**src/rtl/tdc_result_reader.sv**
```systemverilog
// tdc_result_reader: SPI mode-0 master reading TIME1/CALIB1/CALIB2 from a TDC7200.
// Latency: done pulses 201*CLK_DIV+1 cycles after the edge that samples start.
// Backpressure: none; a start seen while busy is dropped, never queued.
//
// Ports: clk/rst (async active-high); start (read request, IDLE only);
//        sclk/csb/mosi/miso (SPI to the TDC); busy/done (status);
//        time1/calib1/calib2 (24-bit results, updated together on done).
// Build option: define TDC_READER_INTB_EN to add intb_n; a synchronized
//        falling edge on it triggers a read exactly like start.
module tdc_result_reader #(
    parameter int CLK_DIV = 4
) (
    input  logic        clk,
    input  logic        rst,
    input  logic        start,
    input  logic        miso,
`ifdef TDC_READER_INTB_EN
    input  logic        intb_n,
`endif
    output logic        sclk,
    output logic        csb,
    output logic        mosi,
    output logic        busy,
    output logic        done,
    output logic [23:0] time1,
    output logic [23:0] calib1,
    output logic [23:0] calib2
);

    localparam int CW = $clog2(2 * CLK_DIV);
    localparam logic [CW-1:0] HALF_LAST = CW'(CLK_DIV - 1);
    localparam logic [CW-1:0] HALF      = CW'(CLK_DIV);
    localparam logic [CW-1:0] FULL_LAST = CW'(2 * CLK_DIV - 1);
    localparam logic [CW-1:0] CNT_ONE   = CW'(1);

    typedef enum logic [2:0] {
        IDLE, CS_SETUP, SHIFT, CS_HOLD, GAP, DONE
    } state_t;

    state_t          state;
    logic [CW-1:0]   cnt;       // clk cycles within a phase / SCLK period
    logic [4:0]      bit_cnt;   // SCLK period index 0..31
    logic [1:0]      reg_idx;   // 0: TIME1, 1: CALIB1, 2: CALIB2
    logic [7:0]      cmd;
    logic [23:0]     sr;
    logic [23:0]     stage0, stage1, stage2;
    logic            trig;

    // Command byte: auto-increment off, read, 6-bit address.
    function automatic logic [7:0] cmd_for(input logic [1:0] idx);
        case (idx)
            2'd0:    cmd_for = 8'h10;
            2'd1:    cmd_for = 8'h1B;
            default: cmd_for = 8'h1C;
        endcase
    endfunction

`ifdef TDC_READER_INTB_EN
    logic intb_s1, intb_s2, intb_s3;

    always_ff @(posedge clk or posedge rst) begin
        if (rst) begin
            intb_s1 <= 1'b1;
            intb_s2 <= 1'b1;
            intb_s3 <= 1'b1;
        end else begin
            intb_s1 <= intb_n;
            intb_s2 <= intb_s1;
            intb_s3 <= intb_s2;
        end
    end

    // Falling edge of the synchronized interrupt acts as an extra start.
    assign trig = start | (intb_s3 & ~intb_s2);
`else
    assign trig = start;
`endif

    // Outputs are written from the current state, so every pin lags the
    // state register by one cycle; phase lengths are counted on the state.
    always_ff @(posedge clk or posedge rst) begin
        if (rst) begin
            state   <= IDLE;
            cnt     <= '0;
            bit_cnt <= '0;
            reg_idx <= '0;
            cmd     <= '0;
            sr      <= '0;
            stage0  <= '0;
            stage1  <= '0;
            stage2  <= '0;
            csb     <= 1'b1;
            sclk    <= 1'b0;
            mosi    <= 1'b0;
            busy    <= 1'b0;
            done    <= 1'b0;
            time1   <= '0;
            calib1  <= '0;
            calib2  <= '0;
        end else begin
            done <= 1'b0;
            case (state)
                IDLE: begin
                    csb     <= 1'b1;
                    sclk    <= 1'b0;
                    mosi    <= 1'b0;
                    busy    <= 1'b0;
                    cnt     <= '0;
                    bit_cnt <= '0;
                    if (trig) begin
                        reg_idx <= 2'd0;
                        cmd     <= cmd_for(2'd0);
                        state   <= CS_SETUP;
                    end
                end
                CS_SETUP: begin
                    csb  <= 1'b0;
                    busy <= 1'b1;
                    mosi <= cmd[7];
                    if (cnt == HALF_LAST) begin
                        cnt     <= '0;
                        bit_cnt <= '0;
                        state   <= SHIFT;
                    end else begin
                        cnt <= cnt + CNT_ONE;
                    end
                end
                SHIFT: begin
                    // First half of each period: SCLK high, MISO captured on the rise.
                    if (cnt == '0) begin
                        sclk <= 1'b1;
                        if (bit_cnt >= 5'd8) begin
                            sr <= {sr[22:0], miso};
                        end
                    end
                    // Falling edge: present the next command bit, zeros afterwards.
                    if (cnt == HALF) begin
                        sclk <= 1'b0;
                        mosi <= (bit_cnt < 5'd7) ? cmd[3'd6 - bit_cnt[2:0]] : 1'b0;
                    end
                    if (cnt == FULL_LAST) begin
                        cnt <= '0;
                        if (bit_cnt == 5'd31) begin
                            state <= CS_HOLD;
                        end else begin
                            bit_cnt <= bit_cnt + 5'd1;
                        end
                    end else begin
                        cnt <= cnt + CNT_ONE;
                    end
                end
                CS_HOLD: begin
                    sclk <= 1'b0;
                    mosi <= 1'b0;
                    if (cnt == HALF_LAST) begin
                        cnt <= '0;
                        case (reg_idx)
                            2'd0:    stage0 <= sr;
                            2'd1:    stage1 <= sr;
                            default: stage2 <= sr;
                        endcase
                        state <= GAP;
                    end else begin
                        cnt <= cnt + CNT_ONE;
                    end
                end
                GAP: begin
                    csb <= 1'b1;
                    if (cnt == HALF_LAST) begin
                        cnt <= '0;
                        if (reg_idx == 2'd2) begin
                            state <= DONE;
                        end else begin
                            reg_idx <= reg_idx + 2'd1;
                            cmd     <= cmd_for(reg_idx + 2'd1);
                            state   <= CS_SETUP;
                        end
                    end else begin
                        cnt <= cnt + CNT_ONE;
                    end
                end
                DONE: begin
                    // Publish all three together so consumers never see a mix.
                    done   <= 1'b1;
                    time1  <= stage0;
                    calib1 <= stage1;
                    calib2 <= stage2;
                    state  <= IDLE;
                end
                default: state <= IDLE;
            endcase
        end
    end

endmodule

```
**config.mk**
```make
export PLATFORM = sky130hd
export DESIGN_NAME = tdc_result_reader
export DESIGN_NICKNAME = d
export VERILOG_FILES = /design/src/rtl/tdc_result_reader.sv
export SDC_FILE = /design/constraint.sdc
export NUM_CORES = 1
export LEC_CHECK = 0
export CAP_MARGIN = 10
export CELL_PAD_IN_SITES_DETAIL_PLACEMENT = 0
export CELL_PAD_IN_SITES_GLOBAL_PLACEMENT = 2
export CORE_ASPECT_RATIO = 1.75
export CORE_UTILIZATION = 40
export CTS_CLUSTER_DIAMETER = 80
export DETAILED_ROUTE_END_ITERATION = 8
export PLACE_DENSITY_LB_ADDON = 0.1
export SETUP_SLACK_MARGIN = 0.2
export SLEW_MARGIN = 10
export SYNTH_ARGS = -nofsm -noshare
export SYNTH_HDL_FRONTEND = slang
export SYNTH_SLANG_ARGS = --single-unit
```
**constraint.sdc**
```tcl
create_clock -name clk -period 7.5 [get_ports clk]
set_input_delay 0.75 -clock clk [delete_from_list [all_inputs] [get_ports clk]]
set_output_delay 0.75 -clock clk [all_outputs]
set_load 0.05 [all_outputs]
```
==> Yosys cells after proc, flatten, opt, wreduce, memory -nomap -nowiden <==
Index checks and enable logic that the tools add are counted.
{ "totals": {"reg_bits": 194, "output_inout_bits": 77} }
{ "classes": {"add_sub_neg": 4, "order_cmp": 3, "eq_ne": 22, "mux": 35, "bitwise_logic": 1, "n_reduce_logical": 24} }
{ "op_table": {"columns": ["operator", "count"], "rows": [
  ["$mux 3", 9],
  ["$mux 8", 3],
  ["$ne 2x2->1 const B", 9],
  ["$pmux 8 s2", 1],
  ["$mux 5", 3],
  ["$pmux 3 s5", 1],
  ["$pmux 5 s3", 1],
  ["$eq 3x3->1 const B", 4],
  ["$reduce_and 3->1", 4],
  ["$eq 3x2->1 const B", 3],
  ["$pmux 3 s3", 1],
  ["$reduce_bool 3->1", 3],
  ["$pmux 4 s2", 1],
  ["$reduce_and 4->1", 2],
  ["$reduce_bool 2->1", 4],
  ["$logic_not 3->1", 2],
  ["$mux 1", 6],
  ["$mux 2", 3],
  ["$pmux 1 s2", 3],
  ["$reduce_and 6->1", 1],
  ["$reduce_or 2->1", 3],
  ["$add 5x1->5 const B", 1],
  ["$eq 5x5->1 const B", 1],
  ["$ge 5x4->1 const B", 1],
  ["16 further kinds", 19]
]} }

==> Longest topological paths before layout <==
Gate-level depths: netlist of run 1.
{ "logic_depth": {"word_depth": 6, "ltp_mapped": 7} }

==> Worst setup path after synthesis of run 1 <==
No wires, ideal clock.
{ "synth_timing": {"path_kind": "reg2reg", "start": "reg bit_cnt[0]", "end": "reg bit_cnt[3]", "setup_time_ns": 0.121, "arrival_ns": 1.869, "slack_ns": 5.510, "path_stages_with_launch": 8, "path_buffers": 0, "path_cell_list": "dfrtp_1 ha_1 and3_1 ha_1 nand2b_1 a221oi_2 nand2_1 a22o_1"} }
{ "synth_between": {"elab_chain_cells": 4, "word_cells_on_any_way": 7, "classes_between": "add/sub: 1; eq/ne: 2; mux: 3; reduce/logical: 1"} }
{ "synth_lines": {"columns": ["element", "line_no", "rtl"], "rows": [
  ["start: declaration", "42", "logic [4:0] bit_cnt;"],
  ["start signal: assignment", "146", "bit_cnt <= bit_cnt + 5'd1;"],
  ["$add 5x1->5", "146", null],
  ["$mux 5", "143", "if (bit_cnt == 5'd31) begin"],
  ["$mux 5", "141", "if (cnt == FULL_LAST) begin"],
  ["$pmux 5 s3", "102", "case (state)"]
]} }
Several ways; a longest one is shown, not always the timed one. The select of a mux whose other input is x is not followed.
A chain may end at the register's enable or synchronous reset.

==> Worst setup path in the final report of run 1 <==
{ "layout_timing": {"start": "reg state[1]", "end": "reg sr[14]"} }
{ "layout_between": {"elab_chain_cells": 2} }
{ "layout_lines": {"columns": ["element", "line_no", "rtl"], "rows": [
  ["start: declaration", "40", "state_t state;"],
  ["start signal: assignment", "83", "state <= IDLE;"],
  ["start signal: assignment", "113", "state <= CS_SETUP;"],
  ["start signal: assignment", "123", "state <= SHIFT;"],
  ["$eq 3x2->1", "102", null],
  ["$reduce_and 3->1 (no source line)", null, null],
  ["end signal: assignment", "133", "sr <= {sr[22:0], miso};"],
  ["end: declaration", "45", "logic [23:0] sr;"]
]} }
Every way passes these cells.

==> metrics, run 1 <==
clock slew at reported path FFs=70 ps; multi-input logic area=2668 µm²; ANT cells=0; Root Buffer=clkbuf_16; I/O pin count=81; DR top layer=met4; Final Setup Violations=0; Final Cell Area=9164 µm²; Max Clock Freq=366.7 MHz; Comb pwr share=0.011; top_reg_cell synth=dfrtp_1; Remaining Overflow, GRT=0; CP delay by family, top=simple AND/OR/NAND/NOR gates; metal3 WL=302 µm; worst slew pin tran=1181 ps; FF+latch area=4731 µm²; Post-Syn Nets=513; drt drc=0; Cells after Synth=495; Slew headroom=0.2126; sequential share of the synthesized area=0.6224; clock buffer depth=2; Post-DRT Antenna Nets=0; syn_area_per_cell=15.36 µm²; Synth cell types=44; vias=4045; fin crit period=2727 ps; Net Switching=432.1 µW; Worst Clk Skew=11.05 ps; Critical R2R Capture=sr[14]; period utilization=0.3636; Die W=106.2 µm; min-delay worst type=reg2reg; die height=184.4 µm; cell leakage power=4.570 nW; drt first pass iters=4; TritonCTS Buffers=17; Slowest-stage cell, CP=and4bb_1; CP max stage delay=1020 ps; Post-synth EDFFs=0; met2 wire len=7383 µm; Mapped Area=7601 µm²; crit path DAT=3030 ps; Fin Setup TNS=0 ps; H-tree levels=4; maximum capacitance violations=0; I/O Buffers=80; Clock Power Share=0.468; switch share=0.2207; FP Rows=66; dpl hpwl=8567 µm; Total Routing Usage GR=0.1565; Area Growth Syn to Fin=20.56%; vias per inst=4.915; setup bufs post-CTS=0; Worst R2R Path Depth=4; GPL Wtd Cong=0.7311; vias in the first global route=4397; Starting Density=0.4091; hold depth=2; Synth Warn #=0; placed cell area=8557 µm²; worst hold endpoint=cmd[1]; Max VDD drop=0.1257 mV; Power Density=213.6 nW/µm²; Worst Path Max Fanout=24; max-slew violation count=0; Layout fillers=1706; post-synthesis register bit count=189; Post-Route M1 WL=6001 µm; drt total wl=13910 µm; final core utilization=0.4932; CP Cell Sequence=nand2b_1 -> nor2_2 -> and4bb_1 -> mux2_2; antenna violations before repair=0; WS Path Type=reg2reg; Flop pwr share=0.520; WL/cell=16.90 µm; status=finished clean; CTS tree=yes; # hold bufs at CTS=0; r2r startpoint=state[1]; RSZ-0062 raised after global routing=no; Startpoint Class=register; internal power=1.526 mW; hold path start=cmd[1]; 1st-iter DRT viols=83; Critical Path Sink Type=register; largest net degree at the start of global routing=123; WP buf/inv=0; Synth async-reset ratio=1.000; FF-to-FF setup slack=4770 ps; full die area=19580 µm²; clk_lat worst skew=420 ps; fraction of layout cells with a size suffix above 1=0.3487; core area=18580 µm²; final hold viol count=0; global-route wire length before repair=23330 µm; CTS Sinks=189; Post-CTS Resized=0; Nets=590; CP required=7810 ps
-- worst min-delay path: cells and delay by family (launching register included) --
| family | cells | cell delay, ps |
|---|---|---|
| simple gates | 1 | 50 |
| compound gates | 1 | 60 |
| flops | 1 | 350 |
-- per-layer routing --
layer  track usage  vias up
met5             0        -
met4       0.06278        0
met3       0.03324        9
met2        0.2699       55
met1        0.1891     2098
li1              -     1883
-- kinds of logic after synthesis --
kind of cell | Yosys count | synth area share
flops | 189 | 0.6224
mux | 175 | 0.2637
simple gates | 52 | 0.03720
buf+inv | 35 | 0.02782
compound gates | 28 | 0.02354
fa+ha+maj | 14 | 0.02305
xor+xnor | 2 | 0.002305
-- area by class of cell --
cell class                 count  area share
tap                          238     0.03250
multi-input combinational    271      0.2911
timing repair buffer          81     0.08820
inverter                      12    0.005735
clock inverter                14     0.01939
sequential                   189      0.5162
clock buffer                  18     0.04683
-- synthesized netlist by cell type, types with 3 or more instances --
master,number,share of area
clkbuf_1,3,0.0015
nand2_1,14,0.0069
buf_6,8,0.012
nand3_1,8,0.0053
buf_2,10,0.0066
nor2b_1,3,0.0025
mux2_4,10,0.020
mux2i_1,3,0.0040
ha_1,14,0.023
o21ai_0,13,0.0086
nor2_1,6,0.0030
mux2_2,152,0.23
dfrtp_1,188,0.62
inv_1,12,0.0059
nand2b_1,5,0.0041
mux2_1,10,0.015
-- power groups by stage --
stage | Sequential (mW) | Combinational [mW] | Clock [mW]
floorplan | 1.04 | 0.0150 | 0
global placement | 1.04 | 0.0233 | 0
detailed placement | 1.04 | 0.0239 | 0
CTS | 1.02 | 0.0240 | 0.944
global route | 1.02 | 0.0269 | 0.986
finish | 1.02 | 0.0221 | 0.917
-- through the flow --
stage	std cells	hold slack [ps]	total power [mW]	setup slack (ps)
after detailed placement	791	472.5	1.062	4649
after global routing	823	517.5	2.031	4575
final	823	485.3	1.958	4773
after global placement	791	469.6	1.062	4683
after CTS	823	491.5	1.986	4733
after floorplan	495	435.4	1.054	1610
-- worst max path at each step --
stage | cells after the start | slack (ps) | from | to
floorplan | 1 | 1610 | rst | bit_cnt[0]
global route | 4 | 4580 | state[1] | sr[9]
CTS | 4 | 4730 | state[1] | sr[9]
global placement | 3 | 4680 | rst | stage2[4]
detailed placement | 3 | 4650 | rst | calib1[20]
finish | 4 | 4770 | state[1] | sr[14]
-- cell usage in the layout (no fill, tap or decap), types with 2 or more instances in the layout --
master,netlist,final
nor2_1,6,6
nand3_1,8,8
nand2_2,2,2
inv_1,12,11
nand2b_1,5,5
mux2_4,10,10
nor2_2,2,2
o22ai_1,2,2
dfrtp_1,188,188
and2_1,2,2
o21ai_0,13,13
clkinv_8,0,2
mux2_2,152,152
clkdlybuf4s50_1,0,80
a21oi_1,2,2
clkbuf_16,0,17
inv_8,0,2
o31ai_1,2,2
ha_1,14,14
inv_6,0,4
nor2b_1,3,3
bufinv_16,0,2
mux2i_1,3,3
mux2_1,10,10
clkinv_4,0,3
nand2_1,14,13
-- state kept, by name (all words and copies together), names as in the netlist --
signal,flops
cmd,4
state,3
mosi,1
stage2,24
calib1,24
stage0,24
csb,1
reg_idx,1
calib2,24
done,1
time1,24
sclk,1
sr,24
stage1,24
cnt,3
bit_cnt,5
busy,1
No activity file was read; power rests on OpenSTA's default activity.
==> inputs of run 2 (changes only) <==
Settings changed: CORE_UTILIZATION 40 to 37.
Clock period 7.5 ns to 2.5 ns, I/O delays scaled along.
==> run 2 against run 1 <==
The flow now finishes with violations (design-rule violations). Combinational power rose to 3.5 times the previous value. Setup slack worse by 4400 ps. Sequential cell count unchanged. Critical endpoint is now stage2[14]. Non-clock buffer count grew 18. Clock-buffer cell count grew 2. Cell count rose by 3.4%. First-iteration DRC count up 24%. Worst hold slack worse by 260 ps. Maximum frequency grew 25%.
==> metrics, run 2 (synthesis gave the netlist of run 1 again) <==
vias per inst=4.892; crit path DAT=2480 ps; die height=191.6 µm; Startpoint Class=register; drt total wl=14820 µm; maximum capacitance violations=0; Net Switching=1.217 mW; fraction of layout cells with a size suffix above 1=0.3698; CP required=2810 ps; CTS tree=yes; TritonCTS Buffers=17; worst slew pin tran=573.5 ps; placed cell area=8776 µm²; CP max stage delay=450 ps; FP Rows=69; antenna violations before repair=0; FF+latch area=4731 µm²; Die W=110.3 µm; I/O pin count=81; multi-input logic area=2681 µm²; WL/cell=17.41 µm; drt first pass iters=7; vias=4163; Starting Density=0.3763; Total Routing Usage GR=0.1591; Pwr Total=5.926 mW; most common cell after layout, fill and taps aside=dfrtp_1; Clock Power Share=0.471; global-route wire length before repair=24940 µm; clk_lat worst skew=430 ps; Final Setup Violations=0; dpl hpwl=10130 µm; vias in the first global route=4670; period utilization=0.8701; Max Clock Freq=459.7 MHz; final hold viol count=0; drt drc=2; Area Growth Syn to Fin=23.72%; CTS Sinks=189; Max VDD drop=0.4620 mV; Post-DRT Antenna Nets=0; # hold bufs at CTS=0; most frequent cells in the layout=dfrtp_1, mux2_2, clkdlybuf4s50_1; Remaining Overflow, GRT=0; final hold slack=228.5 ps; failing checks=design-rule violations; Nets=608; met2 wire len=8102 µm; Worst Path Max Fanout=17; WS Path Type=reg2reg; largest net degree at the start of global routing=51; setup bufs post-CTS=0; Root Buffer=clkbuf_16; fin crit period=2175 ps; DR top layer=met4; Post-Route M1 WL=6082 µm; Fin Setup TNS=0 ps; 1st-iter DRT viols=103; metal3 WL=393 µm; full die area=21140 µm²; status=complete, but fails checks; ANT cells=0; Slowest-stage cell, CP=or3_2; internal power=4.709 mW; Comb pwr share=0.013; I/O Buffers=80; H-tree levels=4; RSZ-0062 raised after global routing=yes; Critical Path Sink Type=register; Flop pwr share=0.516; Slew headroom=0.6164; clock slew at reported path FFs=70 ps; core area=20200 µm²; cell leakage power=4.683 nW; clock buffer depth=2; min-delay worst type=in2async; max-slew violation count=0; Layout fillers=1868; CP Cell Sequence=ha_1 -> ha_2 -> nand4b_1 -> or3_2 -> buf_4 -> mux2_1; Worst Clk Skew=7.788 ps; Power Density=630.1 nW/µm²; Final Cell Area=9404 µm²; GPL Wtd Cong=0.7060; switch share=0.2053
-- run 2: cell types whose count changed in the layout (fill, tap and decap cells not counted), moves of 2 or more --
cell and delta:
buf_4 +12, buf_12 +6, clkbuf_8 +2, clkinv_2 +2
clkinv_4 -2, clkinv_8 -2, clkinvlp_4 +2, inv_6 -2
-- run 2: routing by layer --
metal,vias up,track usage
met5,-,0
met4,0,0.06225
met3,18,0.03834
met2,62,0.2817
met1,2165,0.1807
li1,1918,-
-- run 2: power by group through the flow --
stage	sequential (mW)	clock [mW]	combinational (mW)
6_report	3.06	2.79	0.0779
5_1_grt	3.05	3.03	0.0931
3_3_place_gp	3.11	0	0.0816
2_1_floorplan	3.12	0	0.0456
3_5_place_dp	3.11	0	0.0847
4_1_cts	3.06	2.91	0.0847
-- run 2: final cells by class --
type / count / share of cell area
clock inverter: 12 / 0.01676
inverter: 12 / 0.005189
timing repair buffer: 99 / 0.1083
tap: 248 / 0.03300
clock buffer: 20 / 0.04856
sequential: 189 / 0.5031
multi-input combinational: 271 / 0.2851
-- run 2: stage by stage --
| stage | instances | utilization | setup slack (ps) |
|---|---|---|---|
| floorplan | 495 | - | -183.7 |
| global placement | 819 | 0.4344 | 363.6 |
| detailed placement | 819 | 0.4344 | 290.3 |
| CTS | 851 | 0.4648 | 277.8 |
| global route | 851 | 0.4655 | 198.5 |
| finish | 851 | 0.4655 | 324.8 |
-- run 2: path summary, 6_finish.rpt --
kind	start	endpoint	slack [ps]	cells past startpoint
max in group asynchronous	rst	calib1[18]	1540	3
worst max-delay path	cnt[0]	stage2[14]	320	6
worst max register to register	cnt[0]	stage2[14]	320	6
worst min register to register	cmd[4]	cmd[4]	490	1
worst min-delay path	rst	sr[6]	230	2
min in group clk	miso	sr[0]	480	2
-- run 2: worst max-delay path, delay by kind of cell, from the launching register on --
family / cells / cell delay [ps]
buffers and inverters: 1 / 250
adders and majority gates: 2 / 490
DFF: 1 / 380
and+or+nand+nor: 2 / 580
muxes: 1 / 350
-- run 2: what timing repair did --
action                                 in CTS  in global routing
endpoints found under the hold margin       0                  0
gates resized for setup                     0                  2
setup endpoints to repair                   0                 18
==> inputs of run 3 (changes only) <==
Settings changed: CTS_CLUSTER_SIZE from default to 20.
==> results of run 3 <==
Final layout, timing and power as in run 2 (identical DEF).
